===== config.mk =====
export PLATFORM = sky130hd
export DESIGN_NAME = pipeline_hazard_controller
export DESIGN_NICKNAME = d
export VERILOG_FILES = /design/src/rtl/pipeline_hazard_controller.sv
export SDC_FILE = /design/constraint.sdc
export NUM_CORES = 1
export LEC_CHECK = 0
export CAP_MARGIN = 20
export CORE_MARGIN = 3
export CORE_UTILIZATION = 55
export CTS_CLUSTER_DIAMETER = 100
export DETAILED_ROUTE_END_ITERATION = 8
export PLACE_DENSITY = 0.91
export SLEW_MARGIN = 10
export SYNTH_ARGS = -nofsm -noshare
export SYNTH_HDL_FRONTEND = slang
export SYNTH_SLANG_ARGS = --single-unit
export TNS_END_PERCENT = 20

===== constraint.sdc =====
create_clock -name clk -period 4.2 [get_ports clk]
set_clock_uncertainty 0.1 [all_clocks]
set_input_delay 0.42 -clock clk [delete_from_list [all_inputs] [get_ports clk]]
set_output_delay 0.42 -clock clk [all_outputs]
set_load 0.01 [all_outputs]

===== src/rtl/pipeline_hazard_controller.sv =====
// Stall/flush sequencer for the 5-stage pipeline. It handles load-use hazards, taken branches
// from EX and multi-cycle data-memory accesses, and keeps saturating event counters.
module pipeline_hazard_controller #(
    parameter int MEM_TIMEOUT = 256
) (
    input  logic        clk,
    input  logic        resetn,
    input  logic [4:0]  r1_reg_idx_id,
    input  logic [4:0]  r2_reg_idx_id,
    input  logic        rs1_used_id,
    input  logic        rs2_used_id,
    input  logic        mem_do_read_ctrl_ex,
    input  logic [4:0]  wr_reg_idx_ex,
    input  logic        branch_taken_ex,
    input  logic        dmem_req_mem,
    input  logic        dmem_ready,
    output logic        dmem_valid,
    output logic        pc_enable,
    output logic        if_id_enable,
    output logic        id_ex_enable,
    output logic        ex_mem_enable,
    output logic        mem_wb_enable,
    output logic        if_id_flush,
    output logic        id_ex_flush,
    output logic        mem_wb_flush,
    output logic        mem_timeout_err,
    output logic [31:0] stall_cycles,
    output logic [31:0] flush_count,
    output logic [31:0] load_use_count,
    output logic        debug_state
);

    typedef enum logic {RUN = 1'b0, MEM_WAIT = 1'b1} state_t;

    localparam logic [15:0] TIMEOUT_LAST = 16'(MEM_TIMEOUT - 1);

    state_t      state;
    logic [15:0] wait_cnt;
    logic        mem_stall;
    logic        load_use;
    logic        sel_branch;
    logic        sel_load_use;

    // Memory handshake: dmem_valid mirrors the MEM request. The access completes in the cycle
    // where dmem_valid and dmem_ready are both high.
    assign mem_stall   = dmem_req_mem & ~dmem_ready;
    assign dmem_valid  = dmem_req_mem;
    assign debug_state = (state == MEM_WAIT);

    assign load_use = mem_do_read_ctrl_ex && (wr_reg_idx_ex != 5'd0) &&
                      ((rs1_used_id && (r1_reg_idx_id == wr_reg_idx_ex)) ||
                       (rs2_used_id && (r2_reg_idx_id == wr_reg_idx_ex)));

    always_comb begin
        pc_enable     = 1'b1;
        if_id_enable  = 1'b1;
        id_ex_enable  = 1'b1;
        ex_mem_enable = 1'b1;
        mem_wb_enable = 1'b1;
        if_id_flush   = 1'b0;
        id_ex_flush   = 1'b0;
        mem_wb_flush  = 1'b0;
        sel_branch    = 1'b0;
        sel_load_use  = 1'b0;
        if (mem_stall) begin
            // Freeze everything. A bubble goes into WB, and any branch or load-use stays pending.
            pc_enable     = 1'b0;
            if_id_enable  = 1'b0;
            id_ex_enable  = 1'b0;
            ex_mem_enable = 1'b0;
            mem_wb_enable = 1'b0;
            mem_wb_flush  = 1'b1;
        end else if (branch_taken_ex) begin
            if_id_flush = 1'b1;
            id_ex_flush = 1'b1;
            sel_branch  = 1'b1;
        end else if (load_use) begin
            pc_enable    = 1'b0;
            if_id_enable = 1'b0;
            id_ex_flush  = 1'b1;
            sel_load_use = 1'b1;
        end
    end

    always_ff @(posedge clk) begin
        if (!resetn) begin
            state           <= RUN;
            wait_cnt        <= 16'd0;
            mem_timeout_err <= 1'b0;
        end else begin
            case (state)
                RUN: begin
                    if (mem_stall) begin
                        state    <= MEM_WAIT;
                        wait_cnt <= 16'd1;
                    end else begin
                        wait_cnt <= 16'd0;
                    end
                end
                MEM_WAIT: begin
                    if (mem_stall) begin
                        if (wait_cnt != 16'hFFFF) wait_cnt <= wait_cnt + 16'd1;
                        // The flag is sticky. The pipeline stays frozen and is not recovered here.
                        if (wait_cnt == TIMEOUT_LAST) mem_timeout_err <= 1'b1;
                    end else begin
                        // This covers both a completed access and a request that was dropped.
                        state    <= RUN;
                        wait_cnt <= 16'd0;
                    end
                end
                default: begin
                    state    <= RUN;
                    wait_cnt <= 16'd0;
                end
            endcase
        end
    end

    always_ff @(posedge clk) begin
        if (!resetn) begin
            stall_cycles   <= 32'd0;
            flush_count    <= 32'd0;
            load_use_count <= 32'd0;
        end else begin
            if (!pc_enable && stall_cycles != 32'hFFFF_FFFF)
                stall_cycles <= stall_cycles + 32'd1;
            if (sel_branch && flush_count != 32'hFFFF_FFFF)
                flush_count <= flush_count + 32'd1;
            if (sel_load_use && load_use_count != 32'hFFFF_FFFF)
                load_use_count <= load_use_count + 32'd1;
        end
    end

endmodule


Yosys cells after proc, flatten, opt, wreduce, memory -nomap -nowiden:

Index checks and enable logic that the tools add are counted.

* register bits after elaboration: 114
* bits of input ports: 23
* output and inout port bits: 107
* word-level logic and storage cells: 48

* $add $sub $neg: 4
* equality and inequality tests: 8
* multiplexer cells: 16
* bitwise gates (word level): 3
* reduce and logical (&&, ||, !) cells: 11

Operators by type and width (number)
* 32-bit by 1-bit adder with 32-bit output, second input constant: 3
* 32-bit != test, second input constant: 3
* 16-bit two-way mux: 2
* 16-bit one-hot mux with 2 select lines: 1
* 16-bit by 1-bit adder with 16-bit output, second input constant: 1
* 16-bit by 8-bit == test with 1-bit output, second input constant: 1
* 16-bit != test, second input constant: 1
* 1-bit two-way mux: 13
* 5-bit == test: 2
* 1-bit logical AND: 7
* 5-bit nonzero test: 1
* 3-bit by 2-bit != test with 1-bit output, second input constant: 1
* 3-bit AND reduction: 1
* 1-bit NOT: 2
* 1-bit AND: 1
* 1-bit zero test: 1
* 1-bit logical OR: 1

Longest topological paths before layout:

Gate-level depths: netlist of the first run.

* word-level depth: 9
* depth in mapped cells: 10

Worst setup path before layout of the first run:

OpenSTA, ideal clock, no wires.

* path kind: reg-to-reg
* start point: register stall_cycles[0]
* end point: register stall_cycles[1]
* arrival: 2.484 ns
* data required time: 3.972 ns
* path slack: 1.488 ns
* cell stages (with the launch flop): 11
* clock period less this slack: 2.712 ns
* path through: dfxtp_1 > ha_1 > nand2_2 > or4_1 > buf_2 > or4_4 > o211ai_2 > buf_6 > buf_6 > mux2i_1 > nor2_1

* cells in the longest elaborated chain, start to end: 2
* elaborated cells between the ends (all ways): 3
* those cells by class: add/sub (1); eq/ne (1); reduce/logical (1)

RTL lines
* start: declaration: RTL line 27 `output logic [31:0] stall_cycles,`
* start signal: assignment: RTL line 126 `stall_cycles <= stall_cycles + 32'd1;`
* branches (longest 2 deep; another with 32-bit by 1-bit adder with 32-bit output)

Parallel ways; which one is timed is not known.
A chain may end at the register's enable or synchronous reset.

Worst setup path after layout of the first run:

* start point: input port wr_reg_idx_ex[1]
* end point: output port pc_enable

* cells in the longest elaborated chain, start to end: 7
* elaborated cells between the ends (all ways): 11
* those cells by class: eq/ne (2); mux (3); reduce/logical (6)

RTL lines
* start: declaration: RTL line 13 `input logic [4:0] wr_reg_idx_ex,`
* 5-bit == test (on tied branches): RTL line 51, 52
* 1-bit logical AND (on tied branches): RTL line 51, 52
* 1-bit logical OR: RTL line 51 `((rs1_used_id && (r1_reg_idx_id == wr_reg_idx_ex)) ||`
* 1-bit logical AND (*): RTL line 50 `assign load_use = mem_do_read_ctrl_ex && (wr_reg_idx_ex != 5'd0) &&`
* 1-bit two-way mux (*): RTL line 77 `end else if (load_use) begin`
* 1-bit two-way mux (*): RTL line 73 `end else if (branch_taken_ex) begin`
* 1-bit two-way mux (*): RTL line 65 `if (mem_stall) begin`
* end: declaration: RTL line 18 `output logic pc_enable,`

Mark *: on every way between the ends. The rest lies on a longest branch, timed or not.

==> reports/metrics.csv, run 1 <==
stage,metric,value,unit
run_status,result of the run,"complete, no violations",
cts,Inserted Clock Buffers,17,
cts,deepest clock path buffer count,2,
routing,initial DRC count,614,
critical_path,crit-path most repeated cell,clkdlybuf4s50_1,
synth,fraction of registers with async set/reset,0,
timing,Final Max Tran Viols,0,
critical_path,startpoint types,input pin,
timing,final setup vio count,0,
finish,layout cell share with drive strength beyond 1,0.0523,
timing,RSZ-0062 raised after global routing,no,
synth,Mapped Area,5890,um^2
place,DP Cell Count,945,
finish,n_diodes,0,
critical_path,Critical Path AT,2.86,ns
synth,compound-gate portion of the synthesized area,0.135,
place,Placer Congestion,0.857,
global_route,first-pass GRT wire length,27800,um
timing,slew margin rel.,0.318,
cts,"Clk Latency, worst-skew pair",0.52,ns
power_and_ir_drop,leak pwr,2.41,nW
critical_path,crit end category,output pin,
routing,final WL,17100,um
cts,CTS Hold Buffers Added,0,
routing,TritonRoute pass-1 iters,6,
critical_path,CP top delay family,buffers and inverters,
finish,Area Overhead vs Synth,32.7,%
cts,Root Buffer,clkbuf_8,
synth,register area share after synthesis,0.388,
cts,Post-CTS Resized,0,
cts,CTS Sinks,114,
die,core footprint,10400,um^2
synth,Mapped Cells,717,
die,initial core utilization,0.568,
global_route,vias in the first global route,5913,
critical_path,CP bufs+invs,3,
die,die outline width,109,um
critical_path,slowest CP cell,clkdlybuf4s50_1,
finish,post-layout util,0.753,
routing,vias per cell,6.35,
global_route,Tot GR Track Use,0.287,
global_route,Most Crowded Layer GR,met2,
synth,Yosys warnings,0,
global_route,initial antenna violation count,0,
synth,Adder-Cell Fraction of Synth Area,0.00850,
synth,Synth Area per Inst,8.21,um^2
timing,Final Hold Viols,0,
global_route,met3 Use GR,0.0587,
die,Die Height,109,um
global_route,largest net degree at the start of global routing,47,
synth,simple-gate share of the synthesized area,0.324,
synth,top-count cell post-synth,dfxtp_1,
synth,post-synth top area share,0.388,
power_and_ir_drop,power per standard cell area,352,nW/um^2
critical_path,WP data required,3.68,ns
place,Placement Setup Slack,0.717,ns
critical_path,"Max FO, Critical Path",4,
place,DP HPWL,11600,um
synth,"Distinct cells, synth",51,
routing,DRC viols,0,
routing,Final ANT Viol Nets,0,
cts,H-Tree Level Count,4,
synth,Synth area leaders,"dfxtp_1 39%, xnor2_1 4.5%, nand4_1 4.1%, a21oi_1 4.0%, nand2_1 3.9%",
die,die area,12000,um^2
synth,Post-synth top cells,"114 x dfxtp_1, 61 x nand2_1, 61 x nor2_1",
critical_path,slowest cell delay on critical path,0.58,ns
finish,Final nets,856,
synth,Post-Synth XOR/XNOR Area,0.0744,
timing,fmax,296,MHz
synth,largest family of logic cells by synthesized area,simple AND/OR/NAND/NOR gates,
synth,"FF+latch count, synth",114,
critical_path,crit-path cells,clkdlybuf4s50_1 -> or4_1 -> o21ai_0 -> inv_1 -> a31oi_1 -> clkdlybuf4s50_1,
flow_run,max cap viols,0,
finish,post-route cell area,7810,um^2
timing,Final Cycle Share,0.806,
synth,mux contribution to synthesized area,0.0272,
routing,via count,6202,
global_route,met2 usage,0.473,
power_and_ir_drop,Worst VDD drop,0.000299,V
global_route,GR Layer Usage met1,0.355,
place,port bufs,129,
die,I/O pins,130,
synth,syn nets,744,
cts,setup bufs post-CTS,0,
synth,dominant synthesized flop cell,dfxtp_1,
min_path,Worst Hold Class,flip-flop to flip-flop,
die,row cnt,37,
timing,final worst slack,0.816,ns
timing,TNS Setup,0,ns
timing,Slew @ Worst Pin,1.02,ns
global_route,Overflow after GRT,0,
timing,post-layout minimum cycle time,3.38,ns
synth,number of synthesized flops with an enable pin,0,
cts,"Reg clk slew, reported paths",0.05,ns
routing,Avg WL per Cell,17.5,um
place,Post-DP Area,7180,um^2
critical_path,critical path class,input pin to output pin,
synth,"area leader, netlist",dfxtp_1,
cts,TritonCTS clock tree,built,
finish,Final Non-Filler Cells,977,
## cell type report
type	instances	area, um^2
clock inverter	14	213
timing repair buffer	134	1330
sequential	114	2280
tap	136	170
inverter	16	60.1
fill	719	2560
multi-input combinational	546	3350
clock buffer	17	414
## stage by stage
| step | hold slack (ns) | power (mW) |
|---|---|---|
| finish | 0.393 | 2.75 |
| global route | 0.422 | 2.81 |
| CTS | 0.392 | 2.76 |
| detailed placement | 0.382 | 1.22 |
| global placement | 0.367 | 1.22 |
| floorplan | 0.365 | 1.17 |
## path summary, 6_finish.rpt
check | to | startpoint | slack (ns) | cells past startpoint
setup / recovery | pc_enable | wr_reg_idx_ex[1] | 0.82 | 6
hold / removal | stall_cycles[19]$_SDFFE_PN0P_ | stall_cycles[19]$_SDFFE_PN0P_ | 0.39 | 2
setup reg to reg | load_use_count[1]$_SDFFE_PN0P_ | load_use_count[19]$_SDFFE_PN0P_ | 1.11 | 6
hold reg to reg | stall_cycles[19]$_SDFFE_PN0P_ | stall_cycles[19]$_SDFFE_PN0P_ | 0.39 | 2
## routing by layer
metal	routed length (um)	part of all wire
met1	6970	0.41
met2	8500	0.50
met3	1120	0.066
met4	514	0.030
met5	0	0
## where the power goes
part           switching (mW)  internal (mW)  leakage, nW
clock network           0.527           1.02        0.296
logic                  0.0626         0.0497         1.19
registers             0.00471           1.09        0.918
## cell families (layout without fill, tap and decap cells)
family | count (synthesis) | in the layout
flops | 114 | 114
buf+inv | 57 | 181
mux | 16 | 16
fa+ha+maj | 4 | 4
xor+xnor | 50 | 50
compound gates | 126 | 126
simple gates | 350 | 350
## layout by cell type, fill, tap and decap left out, types with 6 or more instances in the layout
cell / synthesis / routed
o21ai_0: 22 / 22
mux2i_1: 16 / 16
nor2_1: 61 / 61
clkbuf_16: 0 / 16
or4_1: 24 / 24
and3_1: 16 / 16
o311ai_0: 6 / 6
clkdlybuf4s50_1: 0 / 129
xnor2_1: 30 / 30
or3_1: 23 / 23
nand4_1: 39 / 39
o41ai_1: 10 / 10
and4_1: 9 / 9
nor3_1: 22 / 22
o31ai_1: 21 / 21
nor4_1: 18 / 18
a21oi_1: 47 / 47
nand2b_1: 19 / 19
nand2_1: 61 / 61
nand3_1: 37 / 37
dfxtp_1: 114 / 114
inv_1: 15 / 14
xor2_1: 20 / 20
## worst reg2reg max path: cells and delay by family (launching register included)
kind	cells	cell delay, ns
AOI/OAI and AO/OA	1	0.05
DFF	1	0.47
and+or+nand+nor	5	2.32
## registers in the layout, summed over array words and instances, names as in the netlist
name             count
debug_state          1
flush_count         32
load_use_count      32
mem_timeout_err      1
stall_cycles        32
wait_cnt            16
Note: power is estimated with default switching activity, not from simulation.
==> run 2: changes to the inputs <==
--- a/config.mk
+++ b/config.mk
@@ -7,10 +7,10 @@
 export LEC_CHECK = 0
 export CAP_MARGIN = 20
 export CORE_MARGIN = 3
-export CORE_UTILIZATION = 55
+export CORE_UTILIZATION = 46
 export CTS_CLUSTER_DIAMETER = 100
 export DETAILED_ROUTE_END_ITERATION = 8
-export PLACE_DENSITY = 0.91
+export PLACE_DENSITY = 0.82
 export SLEW_MARGIN = 10
 export SYNTH_ARGS = -nofsm -noshare
 export SYNTH_HDL_FRONTEND = slang
==> constraint.sdc (replaced) <==
create_clock -name clk -period 2.8 [get_ports clk]
set_clock_uncertainty 0.1 [all_clocks]
set_input_delay 0.28 -clock clk [delete_from_list [all_inputs] [get_ports clk]]
set_output_delay 0.28 -clock clk [all_outputs]
set_load 0.01 [all_outputs]
==> run 2 against run 1 <==
Against the previous run:
- global-route usage decreased by 6.9 points
- worst setup slack got worse by 0.67 ns
- worst hold slack got worse by 0.20 ns
- critical path type is now flip-flop to flip-flop
- critical endpoint is now stall_cycles[1]$_SDFFE_PN0P_
==> reports/metrics.csv, run 2 (synthesized netlist as in run 1, its figures left out) <==
stage,metric,value,unit,change
power_and_ir_drop,Clk pwr share,0.529,,-0.033
power_and_ir_drop,Internal,3.06,mW,+42%
routing,max layer used,met4,,
place,Placer Congestion,0.845,,-1.4%
place,DP HPWL,10700,um,-7.9%
timing,fmax,377,MHz,
routing,Final ANT Viol Nets,0,,unchanged
cts,Inserted Clock Buffers,17,,unchanged
critical_path,Crit. Startpoint,stall_cycles[0]$_SDFFE_PN0P_,,
cts,Root Buffer,clkbuf_16,,
critical_path,crit-path cells,ha_1 -> nand2_2 -> or4_1 -> or4_4 -> o211ai_2 -> buf_12 -> mux2i_1 -> nor2_1,,
die,row cnt,40,,+8.1%
routing,met1 WL,6930,um,-0.53%
global_route,initial antenna violation count,0,,unchanged
global_route,Overflow after GRT,0,,unchanged
timing,Slew @ Worst Pin,0.716,ns,-0.303 ns
finish,FF+latch area,2280,um^2,unchanged
routing,vias per cell,5.74,,-9.5%
routing,DRC viols,0,,unchanged
critical_path,crit end category,flip-flop,,
finish,layout cell share with drive strength beyond 1,0.0785,,+0.0262
routing,final WL,15300,um,-10%
timing,slew margin rel.,0.521,,+0.202
timing,RSZ-0062 raised after global routing,no,,
run_status,result of the run,"complete, no violations",,
finish,Area Overhead vs Synth,36.6,%,
finish,multi-input logic area,3360,um^2,+0.37%
global_route,first-pass GRT wire length,25800,um,-7.2%
cts,H-Tree Level Count,4,,unchanged
die,core footprint,12300,um^2,+18%
critical_path,Register-to-Register Path Depth,8,,+2
critical_path,Critical Path AT,2.84,ns,-0.02 ns
global_route,largest net degree at the start of global routing,47,,unchanged
critical_path,slowest CP cell,or4_1,,
place,DP Cell Count,1002,,+6.0%
routing,WL met2,7350,um,-14%
finish,Final nets,880,,+2.8%
place,Placement Setup Slack,-0.115,ns,-0.832 ns
timing,Final Hold Viols,0,,unchanged
finish,Final Non-Filler Cells,1034,,+5.8%
die,initial core utilization,0.480,,-0.0876
finish,biggest regs,"flush_count (32), load_use_count (32), stall_cycles (32)",,
die,die area,14200,um^2,+18%
critical_path,slowest cell delay on critical path,0.56,ns,-0.02 ns
cts,"Clk Latency, worst-skew pair",0.42,ns,-0.10 ns
cts,"Reg clk slew, reported paths",0.05,ns,about the same
routing,via count,5937,,-4.3%
critical_path,"Max FO, Critical Path",35,,+31
die,Die Height,119,um,+8.8%
power_and_ir_drop,leak pwr,2.54,nW,+5.6%
power_and_ir_drop,power per standard cell area,481,nW/um^2,+37%
place,port bufs,129,,unchanged
power_and_ir_drop,Worst VDD drop,0.000345,V,+15%
cts,CTS Sinks,114,,unchanged
critical_path,R2R setup slack,0.15,ns,-0.96 ns
routing,initial DRC count,399,,-35%
finish,"commonest non-fill, non-tap cell in the layout",clkdlybuf4s50_1,,
finish,post-layout util,0.656,,-0.0974
power_and_ir_drop,Sw Ratio,0.208,,-0.00804
flow_run,max cap viols,0,,unchanged
critical_path,critical path class,flip-flop to flip-flop,,
finish,"commonest non-fill, non-tap cells in the layout","125 x clkdlybuf4s50_1, 114 x dfxtp_1, 61 x nand2_1, 61 x nor2_1, 47 x a21oi_1",,
critical_path,Critical R2R Capture,stall_cycles[1]$_SDFFE_PN0P_,,
cts,setup bufs post-CTS,0,,unchanged
finish,Fillers,998,,+39%
power_and_ir_drop,Comb power frac,0.048,,+0.007
power_and_ir_drop,NetSw,0.805,mW,+35%
timing,Final Max Tran Viols,0,,unchanged
critical_path,r2r startpoint,stall_cycles[0]$_SDFFE_PN0P_,,
cts,deepest clock path buffer count,2,,unchanged
timing,post-layout minimum cycle time,2.65,ns,
die,die outline width,119,um,+8.8%
timing,final worst slack,0.147,ns,-0.669 ns
critical_path,WP data required,2.99,ns,-0.69 ns
timing,final setup vio count,0,,unchanged
finish,n_diodes,0,,unchanged
routing,met3 routed wirelength,715,um,-36%
power_and_ir_drop,sequential share of power,0.424,,+0.027
die,I/O pins,130,,unchanged
timing,Final Cycle Share,0.947,,
min_path,Worst Hold Class,input pin to flip-flop,,
global_route,vias in the first global route,5495,,-7.1%
routing,TritonRoute pass-1 iters,6,,unchanged
routing,Avg WL per Cell,14.8,um,-15%
critical_path,startpoint types,flip-flop,,
critical_path,CP Capture Point,stall_cycles[1]$_SDFFE_PN0P_,,
global_route,Tot GR Track Use,0.218,,-0.0685
cts,TritonCTS clock tree,built,,
run 2: area by class of cell:
cell class                      count  area share
Inverter                           16     0.00747
Clock inverter                      2     0.00156
Clock buffer                       30      0.0702
Multi-Input combinational cell    546       0.418
Tap cell                          168      0.0261
Timing Repair Buffer              158       0.193
Sequential cell                   114       0.284
run 2: routing by layer:
metal  vias to the layer above  track usage
li1                       2945            -
met1                      2815        0.278
met2                       149        0.351
met3                        28       0.0541
met4                         0       0.0941
met5                         -            0
run 2: what timing repair did:
| item | 4_1_cts | 5_1_grt |
|---|---|---|
| setup endpoints to repair | 2 | 1 |
| resized for setup | 3 | 2 |
| hold buffers | 0 | 0 |
run 2: power by group through the flow:
| stage | combinational [mW] | clock, mW | sequential [mW] |
|---|---|---|---|
| final | 0.185 | 2.04 | 1.64 |
| after global routing | 0.202 | 2.15 | 1.64 |
| after CTS | 0.185 | 2.08 | 1.64 |
| after detailed placement | 0.185 | 0 | 1.67 |
| after global placement | 0.181 | 0 | 1.67 |
| after floorplan | 0.0911 | 0 | 1.67 |
run 2: worst min path at each step:
stage	cells past startpoint	end	from
finish	3	flush_count[21]$_SDFFE_PN0P_	resetn
global route	3	flush_count[30]$_SDFFE_PN0P_	resetn
detailed placement	2	load_use_count[31]$_SDFFE_PN0P_	load_use_count[31]$_SDFFE_PN0P_
global placement	2	load_use_count[31]$_SDFFE_PN0P_	load_use_count[31]$_SDFFE_PN0P_
floorplan	2	wait_cnt[11]$_SDFFE_PN0P_	wait_cnt[11]$_SDFFE_PN0P_
CTS	3	flush_count[21]$_SDFFE_PN0P_	resetn
run 2: worst max-delay path: cells and delay by family (launching register included):
family | cells | cell delay [ns]
simple gates | 4 | 1.24
flops | 1 | 0.39
fa+ha+maj | 1 | 0.26
buf+inv | 1 | 0.22
mux | 1 | 0.20
compound gates | 1 | 0.11
run 2: through the flow:
step                      setup TNS (ns)  hold WS (ns)  cell area (um^2)  total power, mW
final                                  0         0.189              8040             3.86
after global routing                   0         0.212              8040             3.99
after global placement           -0.0281         0.363              7450             1.85
after detailed placement          -0.220         0.368              7450             1.85
after CTS                              0         0.175              8030             3.90
after floorplan                        0         0.365              5890             1.76
==> run 3: changes to the inputs <==
--- a/config.mk
+++ b/config.mk
@@ -11,6 +11,7 @@
 export CTS_CLUSTER_DIAMETER = 100
 export DETAILED_ROUTE_END_ITERATION = 8
 export PLACE_DENSITY = 0.82
+export SKIP_CTS_REPAIR_TIMING = 1
 export SLEW_MARGIN = 10
 export SYNTH_ARGS = -nofsm -noshare
 export SYNTH_HDL_FRONTEND = slang
==> run 3 against run 2 <==
Against the previous run:
- via count up 0.15%
- wire length up 0.29%
- utilization up 0.061 points
- count of clock-buffer cells in the layout unchanged
- largest power group unchanged
- flip-flop and latch count unchanged
- cell count unchanged
==> reports/metrics.csv, run 3 (synthesized netlist as in run 1, its figures left out) <==
stage,metric,value,unit,change
global_route,largest net degree at the start of global routing,47,,unchanged
power_and_ir_drop,Internal,3.06,mW,about the same
finish,Final nets,880,,unchanged
timing,post-layout minimum cycle time,2.65,ns,-0.00683 ns
power_and_ir_drop,NetSw,0.806,mW,+0.11%
power_and_ir_drop,Total Power,3.87,mW,about the same
critical_path,Crit. Startpoint,stall_cycles[0]$_SDFFE_PN0P_,,
die,die area,14200,um^2,unchanged
finish,biggest regs,"flush_count (32), load_use_count (32), stall_cycles (32)",,
die,row cnt,40,,unchanged
flow_run,max cap viols,0,,unchanged
critical_path,crit-path cells,ha_1 -> nand2_2 -> or4_1 -> or4_4 -> o211ai_2 -> buf_12 -> o311ai_1 -> o41ai_1,,
finish,Area Overhead vs Synth,36.8,%,about the same
routing,max layer used,met4,,
power_and_ir_drop,Comb power frac,0.048,,about the same
timing,RSZ-0062 raised after global routing,no,,
critical_path,slowest cell delay on critical path,0.56,ns,about the same
routing,via count,5946,,+0.15%
critical_path,CP Depth,8,,unchanged
cts,"Clk Latency, worst-skew pair",0.41,ns,about the same
cts,CTS Sinks,114,,unchanged
place,DP HPWL,10700,um,unchanged
die,die outline width,119,um,unchanged
routing,Final ANT Viol Nets,0,,unchanged
timing,final hold slack,0.188,ns,-0.000643 ns
global_route,vias in the first global route,5498,,+0.055%
die,I/O pins,130,,unchanged
global_route,Tot GR Track Use,0.218,,about the same
die,core footprint,12300,um^2,unchanged
die,initial core utilization,0.480,,unchanged
timing,Final Max Tran Viols,0,,unchanged
min_path,Worst Hold Class,input pin to flip-flop,,
routing,met1 WL,6900,um,-0.40%
timing,fmax,378,MHz,+0.26%
critical_path,CP top delay family,simple AND/OR/NAND/NOR gates,,
power_and_ir_drop,Clk pwr share,0.528,,about the same
die,Die Height,119,um,unchanged
global_route,first-pass GRT wire length,25800,um,about the same
place,port bufs,129,,unchanged
critical_path,"Max FO, Critical Path",35,,unchanged
cts,H-Tree Level Count,4,,unchanged
min_path,hold depth,3,,unchanged
place,Placer Congestion,0.845,,unchanged
power_and_ir_drop,Sw Ratio,0.209,,about the same
cts,Inserted Clock Buffers,17,,unchanged
global_route,initial antenna violation count,0,,unchanged
routing,Avg WL per Cell,14.9,um,+0.29%
finish,post-layout util,0.656,,about the same
critical_path,r2r startpoint,stall_cycles[0]$_SDFFE_PN0P_,,
place,Post-DP Area,7450,um^2,unchanged
cts,TritonCTS clock tree,built,,
routing,TritonRoute pass-1 iters,5,,-1
power_and_ir_drop,sequential share of power,0.423,,about the same
finish,Final Non-Filler Cells,1034,,unchanged
finish,"commonest non-fill, non-tap cells in the layout","125 x clkdlybuf4s50_1, 114 x dfxtp_1, 61 x nand2_1, 61 x nor2_1, 47 x a21oi_1",,
place,DP Cell Count,1002,,unchanged
critical_path,Critical Path AT,2.84,ns,about the same
cts,"Reg clk slew, reported paths",0.05,ns,about the same
critical_path,startpoint types,flip-flop,,
finish,"commonest non-fill, non-tap cell in the layout",clkdlybuf4s50_1,,
routing,WL met2,7350,um,about the same
cts,deepest clock path buffer count,2,,unchanged
finish,layout cell share with drive strength beyond 1,0.0785,,unchanged
critical_path,critical path class,flip-flop to flip-flop,,
critical_path,crit end category,flip-flop,,
min_path,HP Start,resetn,,
timing,Slew @ Worst Pin,0.708,ns,-0.00733 ns
routing,DRC viols,0,,unchanged
critical_path,slowest CP cell,or4_1,,
routing,final WL,15400,um,+0.29%
timing,slew margin rel.,0.526,,+0.00491
power_and_ir_drop,leak pwr,2.55,nW,+0.38%
routing,vias per cell,5.75,,+0.15%
timing,final setup vio count,0,,unchanged
finish,n_diodes,0,,unchanged
run_status,result of the run,"complete, no violations",,
critical_path,WP data required,2.99,ns,about the same
timing,Final Cycle Share,0.945,,-0.00244
global_route,Overflow after GRT,0,,unchanged
critical_path,CP bufs+invs,1,,unchanged
timing,Final Hold Viols,0,,unchanged
power_and_ir_drop,Worst VDD drop,0.000345,V,about the same
routing,initial DRC count,432,,+8.3%
finish,post-route cell area,8050,um^2,about the same
power_and_ir_drop,power per standard cell area,480,nW/um^2,about the same
cts,Root Buffer,clkbuf_16,,
routing,met3 routed wirelength,757,um,+5.9%
critical_path,Register-to-Register Path Depth,8,,unchanged
## run 3: changes by cell type in the layout (fill, tap and decap cells not counted)
cell            change
dlygate4sd2_1       -2
dlymetal6s2s_1      +2
## run 3: final timing paths
kind / endpoint / slack (ns)
hold / removal: flush_count[21]$_SDFFE_PN0P_ / 0.19
setup / recovery: stall_cycles[17]$_SDFFE_PN0P_ / 0.15
setup reg to reg: stall_cycles[17]$_SDFFE_PN0P_ / 0.15
hold reg to reg: stall_cycles[23]$_SDFFE_PN0P_ / 0.39
## run 3: tightest hold or removal path: cells and delay by family
kind,cells,cell delay [ns]
buf+inv,2,0.25
simple gates,1,0.13
## run 3: area by class of cell
cell class / count / area, um^2
Timing Repair Buffer: 158 / 1560
Clock inverter: 2 / 12.5
Tap cell: 168 / 210
Clock buffer: 30 / 564
Sequential cell: 114 / 2280
Fill cell: 1000 / 4210
Multi-Input combinational cell: 546 / 3360
Inverter: 16 / 60.1
## run 3: stage by stage
| step | TNS (ns) | setup WS, ns |
|---|---|---|
| finish | 0 | 0.154 |
| CTS | -0.213 | -0.112 |
| floorplan | 0 | 0.0880 |
| detailed placement | -0.220 | -0.115 |
| global placement | -0.0281 | -0.0144 |
| global route | 0 | 0.00429 |
## run 3: layer usage
| metal | up-vias | global-route usage |
|---|---|---|
| met3 | 32 | 0.0541 |
| met4 | 0 | 0.0941 |
| met1 | 2804 | 0.278 |
| met2 | 173 | 0.351 |
| met5 | - | 0 |
| li1 | 2937 | - |
## run 3: power groups by stage
| stage | logic [mW] | clock network [mW] | registers (mW) |
|---|---|---|---|
| floorplan | 0.0911 | 0 | 1.67 |
| CTS | 0.186 | 2.08 | 1.64 |
| global placement | 0.181 | 0 | 1.67 |
| detailed placement | 0.185 | 0 | 1.67 |
| global route | 0.203 | 2.15 | 1.64 |
| finish | 0.186 | 2.04 | 1.64 |
==> RTL edit, RTL diff (flow settings as in run 2) <==
Make the reset (`resetn`) asynchronous in 2 clocked blocks.
--- a/src/rtl/pipeline_hazard_controller.sv
+++ b/src/rtl/pipeline_hazard_controller.sv
@@ -82,7 +82,7 @@
         end
     end
 
-    always_ff @(posedge clk) begin
+    always_ff @(posedge clk or negedge resetn) begin
         if (!resetn) begin
             state           <= RUN;
             wait_cnt        <= 16'd0;
@@ -116,7 +116,7 @@
         end
     end
 
-    always_ff @(posedge clk) begin
+    always_ff @(posedge clk or negedge resetn) begin
         if (!resetn) begin
             stall_cycles   <= 32'd0;
             flush_count    <= 32'd0;
Behaviour: differs if resetn is asserted again (counterexample within 4 cycles, from zero or initial values and one cycle with resetn low); with resetn held inactive, the same outputs for 10 cycles.
==> RTL edit against run 2 <==
Die area fell by 6.2%. Setup slack got worse by 0.055 ns. Count of clock-buffer cells in the layout fell by 8. Synthesized area fell by 6.5%. Wire length fell by 11%. Via count fell by 23%. Final area fell by 3.7%. First-iteration DRC count fell by 33%. Sequential cell count did not move. Critical path depth fell by 2. Sequential share of layout area rose by 8.5 points. Cell count fell by 19%. Critical path type is now in -> out.
Power is not compared: it rests on default switching activity, and its combinational part moved more than twofold at a synthesized area within 25%.
==> RTL edit: results (changes against run 2) <==
Detailed routing
The met3 wirelength from detailed routing is 979 microns (+37%). The routed metal-1 wire length was 5810 microns (-16%). The via count normalized by instance count is 5.44 (-5.3%).

The total detailed-routing wirelength is 13700 microns (-11%). The number of DRC markers in iteration 0 is 267 (-33%). The first-pass iteration count of the detailed router was 5 (-1).

Layout
The non-clock buffer area fraction after layout is 0.185 (-0.00805). The layout sequential cell count is 114 (unchanged). The sequential portion of the cell area is 0.368 (+0.0847). The multi-input gate count was 396 (-27%).

The count of plain and timing-repair buffers is 146 (-7.6%). The number of clock-tree buffers in the layout was 22 (-27%). The number of fill cells is 880 (-12%). The number of nets in the layout was 708 (-20%).

Worst setup path
The delay contributed by the slowest stage of the critical path is 0.58 ns (+0.02 ns). Among all stages on the critical path, the largest delay is contributed by sky130_fd_sc_hd__clkdlybuf4s50_1. The maximum fanout count along the critical path is 4 (-89%).

Synthesis
The sequential cell area fraction in the yosys report is 0.519 (+0.131). The number of nets produced by synthesis came to 553 (-26%). The synthesized-area fraction occupied by ao, oa, aoi and oai cells came to 0.0232 (-0.112). The proportion of synthesized flip-flops having asynchronous set or reset came to 1.00 (+1.00). The fraction of the mapped netlist area in adder cells is 0.00910 (+0.000596).

The post-synthesis mux area share came to 0.00773 (-0.0195). Counting instances in the post-synthesis netlist gives the leading cell types as sky130_fd_sc_hd__dfrtp_1 (114), sky130_fd_sc_hd__xnor2_1 (69), sky130_fd_sc_hd__nand2_1 (56). The number of distinct library cells after synthesis was 48 (-5.9%).

Global routing
The number of global-route vias before repair came to 4574 (-17%). The met3 global-route usage came to 0.0600 (+0.00587). The met1 usage in global routing came to 0.272 (-0.00557). The met2 demand-to-capacity share in global routing was 0.350 (-0.000837). The pin count of the biggest net entering global routing is 54 (+15%). The overall track demand over capacity in global routing came to 0.216 (-0.00185).

Worst hold path
The path class of the tightest hold or removal check is in -> async.

Timing
The slew at the pin closest to its max-slew limit is 0.689 ns (-0.0269 ns).

Placement
The placed instance area was 7040 sq um (-5.5%). The half-perimeter wire length after detailed placement came to 9920 microns (-7.2%).

Run status
The flow ran to the end, and the final reports show no timing, DRC or antenna violations.

CTS
The post-cts hold buffer count is 1 (+1).

Floorplan
The tapcell count is 143 (-15%).
## RTL edit: through the flow
step | hold slack [ns] | utilization | setup TNS, ns | total power, mW | cells
after floorplan | -0.116 | - | 0 | 2.15 | 526
after global placement | 0.264 | 0.609 | 0 | 2.50 | 804
after detailed placement | 0.270 | 0.609 | -0.00205 | 2.53 | 804
after CTS | 0.382 | 0.669 | 0 | 5.05 | 836
after global routing | 0.410 | 0.669 | 0 | 5.20 | 836
final | 0.359 | 0.669 | 0 | 5.01 | 836
## RTL edit: final timing paths
| kind | startpoint | endpoint | slack (ns) | cells past startpoint |
|---|---|---|---|---|
| worst max-delay path | wr_reg_idx_ex[3] | if_id_enable | 0.09 | 6 |
| worst min-delay path | resetn | debug_state | 0.36 | 2 |
| worst max register to register | load_use_count[0] | load_use_count[28] | 0.24 | 8 |
| worst min register to register | mem_timeout_err | mem_timeout_err | 0.38 | 1 |
| max in group asynchronous | resetn | load_use_count[2] | 1.52 | 3 |
| min in group clk | mem_timeout_err | mem_timeout_err | 0.38 | 1 |
